## src/rtl/cursor_controller.sv

```systemverilog
// cursor_controller: debounced buttons to board cursor with hold-to-repeat and select capture.
// Define CURSOR_WRAP_EN to make moves past a board edge wrap instead of clamp.
module cursor_controller #(
   parameter int COLS         = 8,
   parameter int ROWS         = 8,
   parameter int X_W          = 3,
   parameter int Y_W          = 3,
   parameter int REPEAT_DELAY = 50000000,
   parameter int REPEAT_RATE  = 10000000,
   parameter int CNT_W        = 27
) (
   input  logic           clk,
   input  logic           rst,
   input  logic           en,
   input  logic           up_in,
   input  logic           right_in,
   input  logic           down_in,
   input  logic           left_in,
   input  logic           s_in,
   output logic [X_W-1:0] cur_x,
   output logic [Y_W-1:0] cur_y,
   output logic           move_pulse,
   output logic           sel_pulse,
   output logic [X_W-1:0] sel_x,
   output logic [Y_W-1:0] sel_y
);
`ifdef CURSOR_WRAP_EN
   localparam bit WRAP = 1'b1;
`else
   localparam bit WRAP = 1'b0;
`endif
   localparam logic [X_W-1:0]   X_MAX  = X_W'(COLS - 1);
   localparam logic [Y_W-1:0]   Y_MAX  = Y_W'(ROWS - 1);
   localparam logic [CNT_W-1:0] DLY_END = CNT_W'(REPEAT_DELAY - 1);
   localparam logic [CNT_W-1:0] RPT_END = CNT_W'(REPEAT_RATE - 1);

   typedef enum logic [1:0] {IDLE, HOLD, REPEAT} state_t;

   state_t           state_q, state_d;
   logic [CNT_W-1:0] cnt_q, cnt_d;
   logic [4:0]       s1_q, s2_q, p_q;
   logic [X_W-1:0]   cur_x_q, cur_x_d, sel_x_q, sel_x_d, step_x;
   logic [Y_W-1:0]   cur_y_q, cur_y_d, sel_y_q, sel_y_d, step_y;
   logic             move_pulse_q, move_pulse_d, sel_pulse_q, sel_pulse_d;
   logic [4:0]       rise;
   logic [3:0]       d, d_prev;
   logic             single, do_move, sel_ev;

   // bit order {up, right, down, left, select}
   assign rise   = s2_q & ~p_q;
   assign d      = s2_q[4:1];
   assign d_prev = p_q[4:1];
   assign single = (d != 4'd0) && ((d & (d - 4'd1)) == 4'd0);
   assign sel_ev = en && rise[0];

   always_comb begin
      step_x = cur_x_q;
      step_y = cur_y_q;
      if (d[2]) step_x = (cur_x_q == X_MAX) ? (WRAP ? '0 : X_MAX) : cur_x_q + 1'b1;
      if (d[0]) step_x = (cur_x_q == '0) ? (WRAP ? X_MAX : '0) : cur_x_q - 1'b1;
      if (d[1]) step_y = (cur_y_q == Y_MAX) ? (WRAP ? '0 : Y_MAX) : cur_y_q + 1'b1;
      if (d[3]) step_y = (cur_y_q == '0) ? (WRAP ? Y_MAX : '0) : cur_y_q - 1'b1;
   end

   always_comb begin
      state_d = state_q;
      cnt_d   = cnt_q;
      do_move = 1'b0;
      if (!en) begin
         state_d = IDLE;
         cnt_d   = '0;
      end else begin
         case (state_q)
            IDLE: if (|rise[4:1] && single) begin
               do_move = 1'b1;
               cnt_d   = '0;
               state_d = HOLD;
            end
            HOLD, REPEAT: if (d != d_prev) begin
               state_d = IDLE;
               cnt_d   = '0;
            end else if (cnt_q == ((state_q == HOLD) ? DLY_END : RPT_END)) begin
               do_move = 1'b1;
               cnt_d   = '0;
               state_d = REPEAT;
            end else begin
               cnt_d = cnt_q + 1'b1;
            end
            default: begin
               state_d = IDLE;
               cnt_d   = '0;
            end
         endcase
      end
   end

   always_comb begin
      cur_x_d      = do_move ? step_x : cur_x_q;
      cur_y_d      = do_move ? step_y : cur_y_q;
      move_pulse_d = do_move && (WRAP || step_x != cur_x_q || step_y != cur_y_q);
      sel_x_d      = sel_ev ? cur_x_q : sel_x_q;
      sel_y_d      = sel_ev ? cur_y_q : sel_y_q;
      sel_pulse_d  = sel_ev;
   end

   always_ff @(posedge clk) begin
      if (rst) begin
         state_q      <= IDLE;
         cnt_q        <= '0;
         s1_q         <= '0;
         s2_q         <= '0;
         p_q          <= '0;
         cur_x_q      <= '0;
         cur_y_q      <= '0;
         sel_x_q      <= '0;
         sel_y_q      <= '0;
         move_pulse_q <= 1'b0;
         sel_pulse_q  <= 1'b0;
      end else begin
         state_q      <= state_d;
         cnt_q        <= cnt_d;
         s1_q         <= {up_in, right_in, down_in, left_in, s_in};
         s2_q         <= s1_q;
         p_q          <= s2_q;
         cur_x_q      <= cur_x_d;
         cur_y_q      <= cur_y_d;
         sel_x_q      <= sel_x_d;
         sel_y_q      <= sel_y_d;
         move_pulse_q <= move_pulse_d;
         sel_pulse_q  <= sel_pulse_d;
      end
   end

   assign cur_x      = cur_x_q;
   assign cur_y      = cur_y_q;
   assign move_pulse = move_pulse_q;
   assign sel_pulse  = sel_pulse_q;
   assign sel_x      = sel_x_q;
   assign sel_y      = sel_y_q;
endmodule

```

## config.mk

```make
export PLATFORM = sky130hd
export DESIGN_NAME = cursor_controller
export DESIGN_NICKNAME = d
export VERILOG_FILES = /design/src/rtl/cursor_controller.sv
export SDC_FILE = /design/constraint.sdc
export NUM_CORES = 1
export LEC_CHECK = 0
export CORE_MARGIN = 3
export CORE_UTILIZATION = 25
export DETAILED_ROUTE_END_ITERATION = 10
export HOLD_SLACK_MARGIN = 0.1
export PLACE_DENSITY_LB_ADDON = 0.05
export SYNTH_ARGS = -nofsm -noshare
export SYNTH_HDL_FRONTEND = slang
export SYNTH_SLANG_ARGS = --single-unit
```

## constraint.sdc

```tcl
create_clock -name clk -period 1.95 [get_ports clk]
set_clock_uncertainty 0.05 [all_clocks]
set_input_delay 0.4875 -clock clk [delete_from_list [all_inputs] [get_ports clk]]
set_output_delay 0.4875 -clock clk [all_outputs]
set_load 0.03 [all_outputs]
```

==> summary.txt, run 1 <==
Critical path
  • Critical R2R Capture: cnt_q[17]
  • Register-to-register setup slack: -0.23 ns
  • CP Class: reg -> reg
  • Bufs and invs on worst path: 4
  • Worst path max stage delay: ~0.46 ns
  • CP required: between 2 and 2.5 ns
  • WP data arrival: 2.34 ns
  • Crit path launch type: flip-flop
  • CP Cell Sequence: inv_2 -> ha_4 -> or4b_4 -> a2111oi_4 -> buf_6 -> nor2_4 -> o21ai_4 -> buf_6 -> clkbuf_16 -> a21oi_1
  • Largest fanout on the critical path: 6
  • R2R depth: 10
  • Max stage delay cell, worst path: or4b_4
  • Crit-path leading delay family: buffers and inverters
  • Critical path endpoint category: flip-flop
  • Cell mode on critical path: buf_6
  • Reg-to-Reg Start: state_q[1]
  • CP startpoint: state_q[1]

Die
  • Die Width: 113.2 um
  • Rows: 38
  • Total core area: approximately 0.011 sq mm
  • Die Y: about 110 um
  • Die area: 0.01282 sq mm
  • Initial Util: roughly a quarter
  • IO Count: 22

Worst hold path
  • Hold path startpoint: s1_q[3]
  • Hold Path Class: reg -> reg
  • Hold path depth: 1
  • WHS Endpoint: s2_q[3]

Timing
  • Fraction of the cycle the final worst path needs: 111.6%
  • Slew Viols, Final: 0
  • Hold Vio Cnt, Final: 0
  • Hold slack: between 0.3 and 0.4 ns
  • RSZ-0062 raised after global routing: true
  • Worst setup margin: -0.2270 ns
  • Max Fclk: approximately 460 MHz
  • Worst-margin pin slew: about 0.47 ns
  • Slew HR: roughly 70%
  • Minimum clock period: around 2.2 ns
  • Setup violators final: 35

Finish
  • Final Util: roughly two fifths
  • Filler Cell Count: between 1000 and 1500
  • Most frequent cells in the layout: dfxtp_1, buf_4, nor2_1, nand2_1, xnor2_1
  • Layout area overhead: 48.35%
  • Nets@finish: between 400 and 500
  • Layout cells sized above 1: a little over a quarter
  • Ant. Diodes: 0

Routing
  • Vias per Instance: between 4 and 5
  • Iteration-0 DRC Markers: between 80 and 90
  • DRT Pass-1 Iters: 4
  • WL/cell: roughly 14 um
  • DR DRC count: 0
  • Via count: 2600
  • Routed wire length: 7.690 mm
  • Routed Antenna Nets: 0

Place
  • Routability Congestion: around 0.73
  • Dpl hpwl: 5.250 mm
  • Port buffer count: 21
  • Place WS: -0.3469 ns

Yosys
  • Post-synth ARST share: 0%
  • Cell Area, Synth: around 0.0029 sq mm
  • Post-synth EDFFs: 0
  • Number of library cell types mapped by synthesis: 44
  • Most used DFF post-synth: dfxtp_1
  • Mapped Nets: 360
  • Post-Syn Instances: 338
  • Sequential area share after synthesis: 40.38%
  • FF+latch count, synth: between 50 and 60
  • Yosys Warn Count: 0
  • Syn Area/Cell: 8.507 sq um

Global route
  • Initial antenna violation count: 0
  • First-pass GRT wire length: around 13 mm
  • Largest net degree at the start of global routing: 19
  • GRT Residual Overflow: 0
  • GRT Overall Usage: 12.77%
  • Vias in the first global route: between 2000 and 3000

Clocking
  • Num CTS Buffers: 9
  • CTS tree: yes
  • Clock Latency Late Sink: about 0.33 ns
  • CTS Buffer Depth: 2
  • Root Buffer: clkbuf_16
  • Clk pin slew, worst setup/hold paths: approximately 0.05 ns
  • H-Tree Level Count: 3
  • Num Clock Sinks: 58

Power and ir drop
  • Max VDD drop: about 0.00048 V
  • Leak: approximately 1.6 nW
  • P per Cell Area: just over 700 mW/mm^2

Run
  • Number of max-cap violations: 0

Run status
  • Violated checks: negative setup slack
  • Status: complete, but fails checks
[final cells by class]
type | instances | area [sq um] | area share, %
multi-input cells | 253 | 1743 | 40.86
flip-flops and latches | 58 | 1169 | 27.40
repair buffers | 90 | 849.6 | 19.92
clock buffers | 14 | 274.0 | 6.424
well taps | 140 | 175.2 | 4.107
inverters | 12 | 45.04 | 1.056
clock inverters | 2 | 10.01 | 0.2347
[flip-flops by register name, indices dropped and copies added (netlist names)]
signal and cells:
s2_q 5, s1_q 5, sel_pulse 1, cur_x 3
move_pulse 1, cnt_q 27, state_q 2, cur_y 3
p_q 5, sel_x 3, sel_y 3
[kinds of logic after synthesis]
| group | Yosys count | synth area share (%) |
|---|---|---|
| and+or+nand+nor | 164 | 29.07 |
| DFF | 58 | 40.38 |
| AOI/OAI and AO/OA | 41 | 10.23 |
| xor gates and xnor gates | 28 | 8.529 |
| buffers and inverters | 28 | 3.960 |
| adders and majority gates | 14 | 6.092 |
| muxes | 5 | 1.741 |
[stage by stage]
stage               TNS, ns  std cells  total power (W)  area [sq um]
floorplan            -2.614        338         0.001388          2903
CTS                  -7.385        563         0.003078          4148
global placement     -7.552        542         0.001519          3717
global route         -9.516        569         0.003167          4265
detailed placement   -8.394        542         0.001517          3717
finish               -6.277        569         0.003042          4265
[report_power, final]
group	internal [W]	switching [W]	leakage (nW)
clock network	0.000959	0.000547	0.143
logic	0.000159	0.000162	0.967
registers	0.00121	0.00000903	0.472
[routing by layer]
metal / track usage [%] / wire length (um) / vias to the layer above
li1: - / - / 1346
met5: 0 / 0 / -
met2: 21.29 / 3679 / 35
met1: 14.98 / 3567 / 1203
met4: 6.490 / 214 / 0
met3: 3.583 / 229 / 16
[how the worst max path moves through the flow]
stage / end / slack, ns / cells past startpoint
after CTS: cnt_q[15] / -0.24 / 9
final: cnt_q[17] / -0.23 / 10
after global placement: cur_x[0] / -0.31 / 7
after global routing: cnt_q[17] / -0.30 / 10
after floorplan: cur_x[0] / -0.15 / 7
after detailed placement: cur_x[0] / -0.35 / 7
[repair_timing]
action                     in CTS  in global routing
buffers inserted                4                  4
resized for setup              22                 14
hold buffers                    0                  0
setup endpoints to repair      39                 37
pin swaps                       6                  9
cloned                          1                  2
[cell usage after synthesis (2+ instances only)]
library cell	instances	area, sq um
dfxtp_1	58	1161
nor2_1	48	180.2
nand2_1	27	101.4
xnor2_1	23	201.4
nor2b_1	20	125.1
a21oi_1	16	80.08
nand3_1	15	75.07
ha_1	14	175.2
nor3_1	14	70.07
clkbuf_1	13	48.80
inv_1	12	45.04
nor4_1	12	75.07
nand4_1	7	43.79
o21ai_0	6	30.03
mux2i_1	5	50.05
xor2_1	5	43.79
a211oi_1	4	30.03
and3_1	3	18.77
o21a_1	3	22.52
a32o_1	2	20.02
and4_1	2	17.52
buf_4	2	15.01
nand3b_1	2	15.01
nor4b_1	2	17.52
nor4bb_1	2	20.02
o21ai_1	2	10.01
or4_1	2	15.01
Power figures use the tool's default switching activity.
==> run 2: changes to the inputs <==
--- a/config.mk
+++ b/config.mk
@@ -10,6 +10,7 @@
 export DETAILED_ROUTE_END_ITERATION = 10
 export HOLD_SLACK_MARGIN = 0.1
 export PLACE_DENSITY_LB_ADDON = 0.05
+export SLEW_MARGIN = 20
 export SYNTH_ARGS = -nofsm -noshare
 export SYNTH_HDL_FRONTEND = slang
 export SYNTH_SLANG_ARGS = --single-unit
==> results of run 2 <==
Final layout, timing and power as in run 1 (identical DEF).
==> variant (flow settings as in run 1) <==
`X_W`: 3 -> 6.
--- a/src/rtl/cursor_controller.sv
+++ b/src/rtl/cursor_controller.sv
@@ -4,5 +4,5 @@
    parameter int COLS         = 8,
    parameter int ROWS         = 8,
-   parameter int X_W          = 3,
+   parameter int X_W          = 6,
    parameter int Y_W          = 3,
    parameter int REPEAT_DELAY = 50000000,
Interface: changed (resized cur_x and sel_x); port bits go from 22 to 28. The function was not compared with the original's and may differ.
==> variant against run 1 <==
Largest power group unchanged. Sequential cell count grew 6. Design area grew 13%. Routed wire length grew 19%. Sequential power grew 11%. Largest cell class unchanged. Die area grew 12%. Critical path type unchanged. Worst setup slack lost 18 ps. The flow still finishes with violations (negative setup slack). Power grew 4.9%. Area after synthesis grew 13%. Clock power is essentially flat. Count of clock-buffer cells in the layout is the same.
==> variant: results (changes against run 1) <==
===================================================================
Share of layout cells above drive strength 1 .........        0.279   was 0.261
Pleak ................................................      1.83 nW   was 1.58 nW
M1 GR Usage ..........................................        0.185   was 0.150
Measured slew at the worst slew-check pin ............       502 ps   was 469 ps
CTS clk-pin slew, worst paths ........................        60 ps
Port Buffers .........................................           27   was 21
GP Congestion ........................................        0.765   was 0.730
Placed Instance Area .................................     4340 um2   was 3720 um2
Met2 track demand over resource ......................        0.197   was 0.213
CTS HTree Levels .....................................            3   unchanged
Max rail drop VDD ....................................     0.351 mV   was 0.478 mV
Failing checks ....................................... negative setup slack   unchanged
Global-route wire length before repair ...............    15,200 um   was 12,800 um
Post-DP HPWL .........................................      6480 um   was 5250 um
Syn_nets .............................................          418   was 360
Pre-antenna DRT Iters ................................            4   unchanged
Largest register by flop count .......................        cnt_q   unchanged
Synth area leaders ................................... sky130_fd_sc_hd__dfxtp_1 39%, sky130_fd_sc_hd__nor2_1 6.9%, sky130_fd_sc_hd__xnor2_1 6.7%   was sky130_fd_sc_hd__dfxtp_1 40%, sky130_fd_sc_hd__xnor2_1 7.0%, sky130_fd_sc_hd__nor2_1 6.3%
Clk_lat worst skew ...................................       340 ps
Number of nets in the layout .........................          525   was 446
Path type of the worst min-delay path ................   reg -> reg   unchanged
Pin count of the biggest net entering global routing .           29   was 19
Vias in the first global route .......................        2,979   was 2,643
Post-route worst setup slack .........................      -245 ps   was -227 ps
Global-route met3 utilization ........................       0.0269   was 0.0358
Critical Path AT .....................................      2400 ps   was 2340 ps
Top cells by count, synth ............................ 64 x sky130_fd_sc_hd__dfxtp_1, 60 x sky130_fd_sc_hd__nor2_1, 29 x sky130_fd_sc_hd__nand2_1, 25 x sky130_fd_sc_hd__xnor2_1, 23 x sky130_fd_sc_hd__nor3_1   was 58 x sky130_fd_sc_hd__dfxtp_1, 48 x sky130_fd_sc_hd__nor2_1, 27 x sky130_fd_sc_hd__nand2_1, 23 x sky130_fd_sc_hd__xnor2_1, 20 x sky130_fd_sc_hd__nor2b_1
Final Setup Violations ...............................           37   was 35
DRT Wirelength .......................................      9160 um   was 7690 um
Overall fraction of global-route tracks in use .......        0.133   was 0.128
Fillers ..............................................        1,334   was 1,156
Max reg flops ........................................           27   unchanged
Aggregate negative setup slack .......................     -3920 ps   was -6280 ps
Distinct cells, synth ................................           51   was 44
Via density ..........................................         4.52   was 4.57
Switching Power ......................................     0.756 mW   was 0.718 mW
Top fanout value on the critical path ................            4   was 6
Top flip-flop cell by instance count after synthesis . sky130_fd_sc_hd__dfxtp_1   unchanged
Register area share after synthesis ..................        0.394   was 0.404
CTS Root Cell ........................................ sky130_fd_sc_hd__clkbuf_16   unchanged
DRT iter0 DRCs .......................................          186   was 83
Outcome .............................................. finished with violations   unchanged
===================================================================
[variant: metrics by stage]
| stage | instances | utilization | setup slack [ps] | hold slack [ps] |
|---|---|---|---|---|
| 2_1_floorplan | 396 | - | -179 | 337 |
| 3_3_place_gp | 657 | 0.342 | -232 | 349 |
| 3_5_place_dp | 657 | 0.342 | -292 | 358 |
| 4_1_cts | 672 | 0.366 | -240 | 366 |
| 5_1_grt | 678 | 0.382 | -313 | 392 |
| 6_report | 678 | 0.382 | -245 | 366 |
[variant: kinds of logic (layout without fill, tap and decap cells)]
| group | count (synthesis) | in the layout | share of synthesized area |
|---|---|---|---|
| and+or+nand+nor | 190 | 190 | 0.291 |
| AOI/OAI and AO/OA | 62 | 62 | 0.133 |
| muxes | 4 | 4 | 0.0123 |
| buffers and inverters | 34 | 144 | 0.0400 |
| xor gates and xnor gates | 28 | 28 | 0.0754 |
| DFF | 64 | 64 | 0.394 |
| adders and majority gates | 14 | 14 | 0.0539 |
[variant: worst paths after layout]
kind | startpoint | end | slack [ps] | cells past startpoint
setup / recovery | state_q[0] | cur_y[1] | -250 | 7
setup reg to reg | state_q[0] | cur_y[1] | -250 | 7
hold / removal | p_q[0] | sel_pulse | 370 | 1
hold reg to reg | p_q[0] | sel_pulse | 370 | 1
[variant: timing repair]
action,4_1_cts,5_1_grt
pin swaps,7,17
endpoints found under the hold margin,0,0
resized for setup,17,34
setup endpoints to repair,46,39
setup buffers,1,6
[variant: routing by layer]
metal  part of all wire  vias to the layer above
met3              0.031                       12
met5                  0                        -
met4              0.020                        0
met2               0.43                       40
met1               0.52                     1414
li1                   -                     1599
[variant: power by group through the flow]
stage | Clock [mW] | Combinational [mW] | Sequential (mW)
after floorplan | 0 | 0.153 | 1.37
after global placement | 0 | 0.302 | 1.36
after detailed placement | 0 | 0.298 | 1.36
after CTS | 1.57 | 0.302 | 1.34
after global routing | 1.62 | 0.378 | 1.34
final | 1.51 | 0.342 | 1.34
[variant: area by class of cell]
class	instances	area [um2]	share of cell area
Multi-Input combinational cell	298	2030	0.419
Sequential cell	64	1290	0.266
Inverter	16	60.1	0.0124
Clock buffer	14	274	0.0566
Timing Repair Buffer	114	973	0.201
Tap cell	172	215	0.0445
[variant: worst max-delay path: stages, from the launching register on]
cell and delay (ps):
sky130_fd_sc_hd__dfxtp_4 350, sky130_fd_sc_hd__buf_6 110, sky130_fd_sc_hd__ha_4 160, sky130_fd_sc_hd__or4_4 410, sky130_fd_sc_hd__and2_4 160, sky130_fd_sc_hd__o31a_1 270
sky130_fd_sc_hd__or4_1 530, sky130_fd_sc_hd__o31ai_2 80
